===== src/rtl/add7_feeder.sv =====
// Front-end for the seven-operand add kernel: packs seven streamed operands into
// the kernel inputs, launches it, and returns its result (or a timeout) as a stream.
module add7_feeder #(
  parameter int unsigned TIMEOUT = 32
) (
  input  logic        clk,
  input  logic        rst_n,
  input  logic        s_valid,
  output logic        s_ready,
  input  logic [63:0] s_data,
  output logic        m_valid,
  input  logic        m_ready,
  output logic [63:0] m_data,
  output logic        m_error,
  output logic        busy,
  output logic        k_r_enable,
  output logic [63:0] k_init_a,
  output logic [63:0] k_init_b,
  output logic [63:0] k_init_c,
  output logic [63:0] k_init_d,
  output logic [63:0] k_init_e,
  output logic [63:0] k_init_f,
  output logic [63:0] k_init_g,
  input  logic        k_w_enable,
  input  logic [63:0] k_result
);

  localparam int unsigned DW     = 64;
  localparam int unsigned NSLOT  = 7;
  localparam int unsigned IW     = 3;
  localparam int unsigned CW     = $clog2(TIMEOUT);

  localparam logic [1:0] S_COLLECT = 2'd0;
  localparam logic [1:0] S_LAUNCH  = 2'd1;
  localparam logic [1:0] S_WAIT    = 2'd2;
  localparam logic [1:0] S_RESP    = 2'd3;

  logic [1:0]    state, state_nxt;
  logic [IW-1:0] idx, idx_nxt;
  logic [CW-1:0] cnt, cnt_nxt;
  logic [DW-1:0] data_nxt;
  logic          err_nxt;
  logic          load;
  logic [DW-1:0] slot [NSLOT];

  assign load = (state == S_COLLECT) && s_valid && s_ready;

  // Next-state, counters and captured response
  always_comb begin
    state_nxt = state;
    idx_nxt   = idx;
    cnt_nxt   = cnt;
    data_nxt  = m_data;
    err_nxt   = m_error;
    case (state)
      S_COLLECT: begin
        if (load) begin
          if (idx == IW'(NSLOT - 1)) begin
            idx_nxt   = '0;
            state_nxt = S_LAUNCH;
          end else begin
            idx_nxt = idx + IW'(1);
          end
        end
      end
      S_LAUNCH: begin
        cnt_nxt   = '0;
        state_nxt = S_WAIT;
      end
      S_WAIT: begin
        // success wins over a coincident timeout
        if (k_w_enable) begin
          data_nxt  = k_result;
          err_nxt   = 1'b0;
          state_nxt = S_RESP;
        end else if (cnt == CW'(TIMEOUT - 1)) begin
          data_nxt  = '0;
          err_nxt   = 1'b1;
          state_nxt = S_RESP;
        end else begin
          cnt_nxt = cnt + CW'(1);
        end
      end
      S_RESP: begin
        if (m_valid && m_ready) state_nxt = S_COLLECT;
      end
      default: state_nxt = S_COLLECT;
    endcase
  end

  always_ff @(posedge clk or negedge rst_n) begin
    if (!rst_n) begin
      state      <= S_COLLECT;
      idx        <= '0;
      cnt        <= '0;
      m_data     <= '0;
      m_error    <= 1'b0;
      s_ready    <= 1'b0;
      m_valid    <= 1'b0;
      k_r_enable <= 1'b0;
      busy       <= 1'b0;
    end else begin
      state      <= state_nxt;
      idx        <= idx_nxt;
      cnt        <= cnt_nxt;
      m_data     <= data_nxt;
      m_error    <= err_nxt;
      s_ready    <= (state_nxt == S_COLLECT);
      m_valid    <= (state_nxt == S_RESP);
      k_r_enable <= (state_nxt == S_LAUNCH);
      busy       <= !((state_nxt == S_COLLECT) && (idx_nxt == '0));
    end
  end

  // Operand slots keep their contents between jobs
  always_ff @(posedge clk or negedge rst_n) begin
    if (!rst_n) begin
      for (int i = 0; i < NSLOT; i++) slot[i] <= '0;
    end else begin
      for (int i = 0; i < NSLOT; i++) begin
        if (load && (idx == IW'(i))) slot[i] <= s_data;
      end
    end
  end

  assign k_init_a = slot[0];
  assign k_init_b = slot[1];
  assign k_init_c = slot[2];
  assign k_init_d = slot[3];
  assign k_init_e = slot[4];
  assign k_init_f = slot[5];
  assign k_init_g = slot[6];

endmodule

===== config.mk =====
export PLATFORM = sky130hd
export DESIGN_NAME = add7_feeder
export DESIGN_NICKNAME = d
export VERILOG_FILES = /design/src/rtl/add7_feeder.sv
export SDC_FILE = /design/constraint.sdc
export NUM_CORES = 1
export LEC_CHECK = 0
export CAP_MARGIN = 20
export CORE_AREA = 2 2 256 258
export CTS_CLUSTER_DIAMETER = 40
export DETAILED_ROUTE_END_ITERATION = 8
export DIE_AREA = 0 0 258 260
export SLEW_MARGIN = 20
export SYNTH_ARGS = -nofsm -noshare
export SYNTH_HDL_FRONTEND = slang
export SYNTH_SLANG_ARGS = --single-unit

===== constraint.sdc =====
create_clock -name clk -period 2.7 [get_ports clk]
set_input_delay 0.81 -clock clk [delete_from_list [all_inputs] [get_ports clk]]
set_output_delay 0.81 -clock clk [all_outputs]
set_load 0.005 [all_outputs]

==> flow_metrics.env, run 1 <==
export IMPL_grt_overflow=0
export IMPL_clk_latency_ns=0.63
export IMPL_switching_power_mw=10.7
export IMPL_finalNetCount=2027
export IMPL_endpoint_kind="output port"
export IMPL_crit_arrival_ns=1.59
export IMPL_r2r_start="cnt[0]"
export IMPL_grt_pass1_vias=14100
export IMPL_ant_nets=0
export IMPL_fillers=5492
export IMPL_worstMarginPinSlew_ns=0.640
export IMPL_pwr_density_cell_nw_per_um2=1270
export IMPL_cts_resized=0
export IMPL_r2r_cells=7
export IMPL_slew_viol_final=0
export IMPL_cts_tree="done"
export IMPL_synth_cells=1170
export IMPL_placed_area_um2=27800
export IMPL_core_area_um2=64100
export IMPL_path_delay_family="buffers and inverters"
export IMPL_final_common_cell="clkdlybuf4s50_1"
export IMPL_max_freq_mhz=416
export IMPL_synth_yosys_seq_area_share_pct=65.4
export IMPL_cts_root_buf="clkbuf_16"
export IMPL_grt_max_degree=66
export IMPL_timing_final_crit_share_pct=89.0
export IMPL_post_place_ws_ns=0.0277
export IMPL_fin_area_um2=31300
export IMPL_drtIter0Drc=532
export IMPL_ys_warnings_count=0
export IMPL_cp_data_required_time_ns=1.89
export IMPL_vias=12900
export IMPL_htreeDepth=3
export IMPL_max_slew_margin_pct=57.4
export IMPL_cts_sinks=527
export IMPL_crit_chain="clkdlybuf4s50_1"
export IMPL_pin_count=650
export IMPL_setup_viol=0
export IMPL_final_min_clock_period_ns=2.40
export IMPL_clk_pin_slew_worst_paths_ns=0.06
export IMPL_tns_ns=0
export IMPL_ys_types=39
export IMPL_row_count=93
export IMPL_cts_hold_buf=0
export IMPL_fin_skew_ns=0.0403
export IMPL_cap_violations=0
export IMPL_vias_per_cell=4.58
export IMPL_netlist_area_um2=20200
export IMPL_slowest_stage="clkdlybuf4s50_1"
export IMPL_ys_seq_elements=527
export IMPL_p_comb_share_pct=34.0
export IMPL_die_y_um=260
export IMPL_mostFrequentLayoutCells="clkdlybuf4s50_1 (648), dfrtp_1 (527), mux2_2 (325), mux2_4 (110), clkbuf_16 (95)"
export IMPL_fin_ws_ns=0.298
export IMPL_grt_pass1_wl_mm=93.2
export IMPL_rsz0062_at_grt="false"
export IMPL_run_status="finished clean"
export IMPL_portBuffers=649
export IMPL_hold_violations=0
export IMPL_antenna_cells=0
export IMPL_drive_above_1_share_pct=33.3
export IMPL_rrSetupSlack_ns=0.53
export IMPL_area_growth_pct=55.1
export IMPL_r2r_end="m_data[12]"
export IMPL_criticalPathCategory="flop to output port"
export IMPL_gp_congestion=0.777
export IMPL_cp_start_kind="flop"
export IMPL_initial_utilization_pct=31.4
export IMPL_grt_usage_pct=18.2
export IMPL_cts_setup_buffers=0
export IMPL_antenna_found_initial=0
export IMPL_hold_class="input port to asynchronous set/reset pin"
export IMPL_worst_path_largest_cell_delay_ns=0.55
export IMPL_worst_path_max_fanout=2
export IMPL_cts_made_buffers=94
export IMPL_post_drt_wl_per_cell_um=21.7
export IMPL_wl_mm=61.4
export IMPL_hpwl_mm=42.3
export IMPL_drc=0
export IMPL_ctsLongestPathBuffers=3
export IMPL_p_seq_share_pct=34.4
export IMPL_worst_hold_slack_ns=0.148
export IMPL_p_sw_share_pct=27.0
export IMPL_dieWidth_um=258
export IMPL_syn_nets=1306
export IMPL_ir_worst_vdd_mv=0.670
export IMPL_timing_critical_path_buf_inv=1
export IMPL_postSynthAreaPerCell_um2=17.2
export IMPL_dr_pass1_iters=4
export IMPL_power_leakage_nw=14.4
export IMPL_intPower_mw=29.0
export IMPL_p_clk_share_pct=31.6
export IMPL_power_total_mw=39.7
export IMPL_fp_dieArea_um2=67100
## through the flow
stage / instances / util (%)
finish: 2823 / 48.8
CTS: 2823 / 48.8
global route: 2823 / 48.8
global placement: 2650 / 43.4
detailed placement: 2650 / 43.4
floorplan: 1170 / -
## state kept, by name, indices dropped and copies added (netlist names), 2 cells and up
name      count
k_init_b     64
k_init_f     64
cnt           5
k_init_d     64
k_init_c     64
state         2
k_init_a     64
m_data       64
idx           3
k_init_e     64
k_init_g     64
## synthesized netlist by cell type (all sizes together)
cell type  instances  area (µm²)
a211oi             1        7.51
a21o               1        7.51
a21oi              5        25.0
a22o              64         561
a2bb2oi            2        17.5
a31oi              1        6.26
a41oi              1        8.76
and2               3        18.8
and3               2        12.5
and4bb             1        16.3
buf               61         493
clkbuf             6        23.8
dfrtp            527       13200
ha                 3        37.5
inv                4        15.0
mux2             451        5490
nand2              8        32.5
nand3              4        32.5
nand3b             2        18.8
nand4              1        6.26
nand4b             2        17.5
nor2               5        18.8
nor2b              2        12.5
nor4               1        6.26
nor4b              1        8.76
o21ai              3        15.0
o311ai             2        17.5
o31a               1        8.76
or2                3        18.8
or3                1        6.26
xor2               1        8.76
## cells by family after synthesis
family,count (synthesis),share of synthesized area [%]
buffers and inverters,71,2.64
xor gates and xnor gates,1,0.0435
AOI/OAI and AO/OA,81,3.35
DFF,527,65.4
adders and majority gates,3,0.186
muxes,451,27.2
and+or+nand+nor,36,1.12
## metal layers
layer	up-vias	track usage [%]	wire length (µm)
met3	102	6.18	4800
li1	5698	-	-
met1	6687	22.0	24600
met4	0	6.42	1680
met5	-	0	0
met2	450	30.2	30300
## power by group through the flow
stage / clock [mW] / combinational [mW] / sequential, mW
6_report: 12.5 / 13.5 / 13.7
5_1_grt: 13.2 / 14.4 / 14.2
4_1_cts: 12.8 / 13.7 / 13.7
3_5_place_dp: 0 / 13.7 / 13.7
3_3_place_gp: 0 / 13.6 / 13.6
2_1_floorplan: 0 / 4.08 / 13.7
## worst max path at each step
stage	slack, ns	startpoint	endpoint	depth (start not counted)
after global placement	0.04	s_valid	k_init_b[26]	5
after floorplan	0.67	s_valid	k_init_g[36]	6
after detailed placement	0.03	s_valid	k_init_b[13]	5
final	0.30	m_data[47]	m_data[47]	1
after global routing	0.24	k_init_g[19]	k_init_g[19]	1
after CTS	0.24	m_data[47]	m_data[47]	1
## area by class of cell
cell class | count | area, µm² | area share (%)
clock buffer | 109 | 2510 | 8.03
clock inverter | 64 | 905 | 2.89
inverter | 4 | 15.0 | 0.0480
multi-input combinational | 572 | 6460 | 20.7
sequential | 527 | 13200 | 42.2
tap | 855 | 1070 | 3.42
timing repair buffer | 692 | 7110 | 22.8
(Power assumes the default switching activity.)
==> inputs of run 2 (changes only) <==
--- a/config.mk
+++ b/config.mk
@@ -10,6 +10,7 @@
 export CTS_CLUSTER_DIAMETER = 40
 export DETAILED_ROUTE_END_ITERATION = 8
 export DIE_AREA = 0 0 258 260
+export DONT_BUFFER_PORTS = 1
 export SLEW_MARGIN = 20
 export SYNTH_ARGS = -nofsm -noshare
 export SYNTH_HDL_FRONTEND = slang
==> run 2 against run 1 <==
Effect of this change:
- the flow now finishes with violations (negative hold slack, max-slew violations)
- design area shrank 24%
- fmax grew 2.1%
- sequential power grew 10%
- clock skew shrank 0.0078 ns
- utilization shrank 12 points
- sequential share of layout area grew 13 points
- non-clock buffer count shrank 675
- total power shrank 24%
- count of clock-buffer cells in the layout shrank 9
- via count shrank 20%
- critical endpoint is now m_data[7]
==> flow_metrics.env, run 2 (synthesis results as in run 1) <==
export IMPL_violations="negative hold slack, max-slew violations"
export IMPL_crit_chain="ha_1, and3_1, ha_1, or2_2, nand2_2, buf_12, a22o_1"
export IMPL_area_growth_pct=18.1
export IMPL_vias_per_cell=4.86
export IMPL_drtIter0Drc=463
export IMPL_grt_pass1_vias=11300
export IMPL_gp_congestion=0.761
export IMPL_cts_tree="done"
export IMPL_drive_above_1_share_pct=47.4
export IMPL_grt_usage_pct=14.6
export IMPL_drc=0
export IMPL_hold_violations=193
export IMPL_pin_count=650
export IMPL_ctsLongestPathBuffers=3
export IMPL_final_common_cell="dfrtp_1"
export IMPL_grt_overflow=0
export IMPL_dieWidth_um=258
export IMPL_placed_area_um2=21000
export IMPL_core_area_um2=64100
export IMPL_cp_start_kind="flop"
export IMPL_hpwl_mm=33.6
export IMPL_grt_pass1_wl_mm=74.8
export IMPL_endpoint_kind="flop"
export IMPL_wl_mm=50.6
export IMPL_run_status="finished with violations"
export IMPL_worst_path_largest_cell_delay_ns=0.43
export IMPL_slew_viol_final=127
export IMPL_mostFrequentLayoutCells="dfrtp_1 (527), mux2_2 (325), mux2_4 (110), clkbuf_16 (81), a22o_1 (64)"
export IMPL_antenna_found_initial=0
export IMPL_crit_arrival_ns=2.87
export IMPL_dr_pass1_iters=4
export IMPL_grt_max_degree=528
export IMPL_ant_nets=0
export IMPL_post_drt_wl_per_cell_um=23.8
export IMPL_timing_critical_path_buf_inv=1
export IMPL_timing_final_crit_share_pct=87.1
export IMPL_dp_cells=1975
export IMPL_cts_made_buffers=81
export IMPL_pwr_density_cell_nw_per_um2=1260
export IMPL_row_count=93
export IMPL_finalNetCount=1339
export IMPL_fin_skew_ns=0.0326
export IMPL_power_leakage_nw=11.5
export IMPL_final_min_clock_period_ns=2.35
export IMPL_portBuffers=0
export IMPL_die_y_um=260
export IMPL_vias=10300
export IMPL_worst_path_max_fanout=47
export IMPL_worstMarginPinSlew_ns=1.66
export IMPL_max_slew_margin_pct=-10.7
export IMPL_criticalPathCategory="flop to flop"
export IMPL_cts_sinks=527
export IMPL_clk_latency_ns=0.61
export IMPL_cts_root_buf="clkbuf_16"
export IMPL_htreeDepth=3
export IMPL_hold_class="input port to asynchronous set/reset pin"
export IMPL_rsz0062_at_grt="false"
export IMPL_cpMostUsedCell="ha_1"
export IMPL_fin_area_um2=23800
export IMPL_slowest_stage="dfrtp_1"
export IMPL_cts_setup_buffers=0
export IMPL_setup_viol=0
export IMPL_max_freq_mhz=425
export IMPL_path_delay_family="simple AND/OR/NAND/NOR gates"
export IMPL_cts_resized=0
export IMPL_worst_hold_slack_ns=-0.100
export IMPL_initial_utilization_pct=31.4
export IMPL_cp_data_required_time_ns=3.22
export IMPL_fp_dieArea_um2=67100
export IMPL_tns_ns=0
export IMPL_cap_violations=0
export IMPL_clk_pin_slew_worst_paths_ns=0.06
export IMPL_final_instance_count_excl_fill=2123
export IMPL_ir_worst_vdd_mv=0.646
## run 2: final timing paths
| check | from | to | slack (ns) | cells past startpoint |
|---|---|---|---|---|
| worst min register to register | k_init_c[35] | k_init_c[35] | 0.52 | 1 |
| max in group asynchronous | rst_n | k_init_g[7] | 1.46 | 0 |
| min in group clk | k_result[41] | m_data[41] | 0.33 | 1 |
| worst min-delay path | rst_n | k_init_e[26] | -0.10 | 0 |
| worst max-delay path | cnt[0] | m_data[7] | 0.35 | 7 |
| worst max register to register | cnt[0] | m_data[7] | 0.35 | 7 |
## run 2: area by class of cell
type | instances | area (µm²)
Antenna cell | 1 | 2.50
Clock buffer | 100 | 2200
Clock inverter | 47 | 593
Fill cell | 5924 | 40300
Inverter | 4 | 15.0
Multi-Input combinational cell | 572 | 6460
Sequential cell | 527 | 13200
Tap cell | 855 | 1070
Timing Repair Buffer | 17 | 278
## run 2: routing by layer
| metal | vias up | global-route usage, % | part of all wire (%) |
|---|---|---|---|
| met3 | 87 | 5.88 | 9.9 |
| met5 | - | 0 | 0 |
| met4 | 0 | 5.84 | 2.6 |
| li1 | 4302 | - | - |
| met1 | 5494 | 16.1 | 36 |
| met2 | 439 | 25.0 | 52 |
## run 2: per-stage QoR
stage                     setup WS [ns]  utilization (%)  total power [mW]
after floorplan                   0.672                -              17.8
after global placement            0.376             32.8              19.5
after detailed placement          0.338             32.8              19.8
after CTS                         0.342             37.1              30.4
after global routing              0.207             37.1              31.5
final                             0.349             37.1              30.0
## run 2: power breakdown
part | internal (mW) | switching [mW]
Clock | 6.50 | 3.90
Sequential | 11.6 | 3.56
Combinational | 3.19 | 1.26
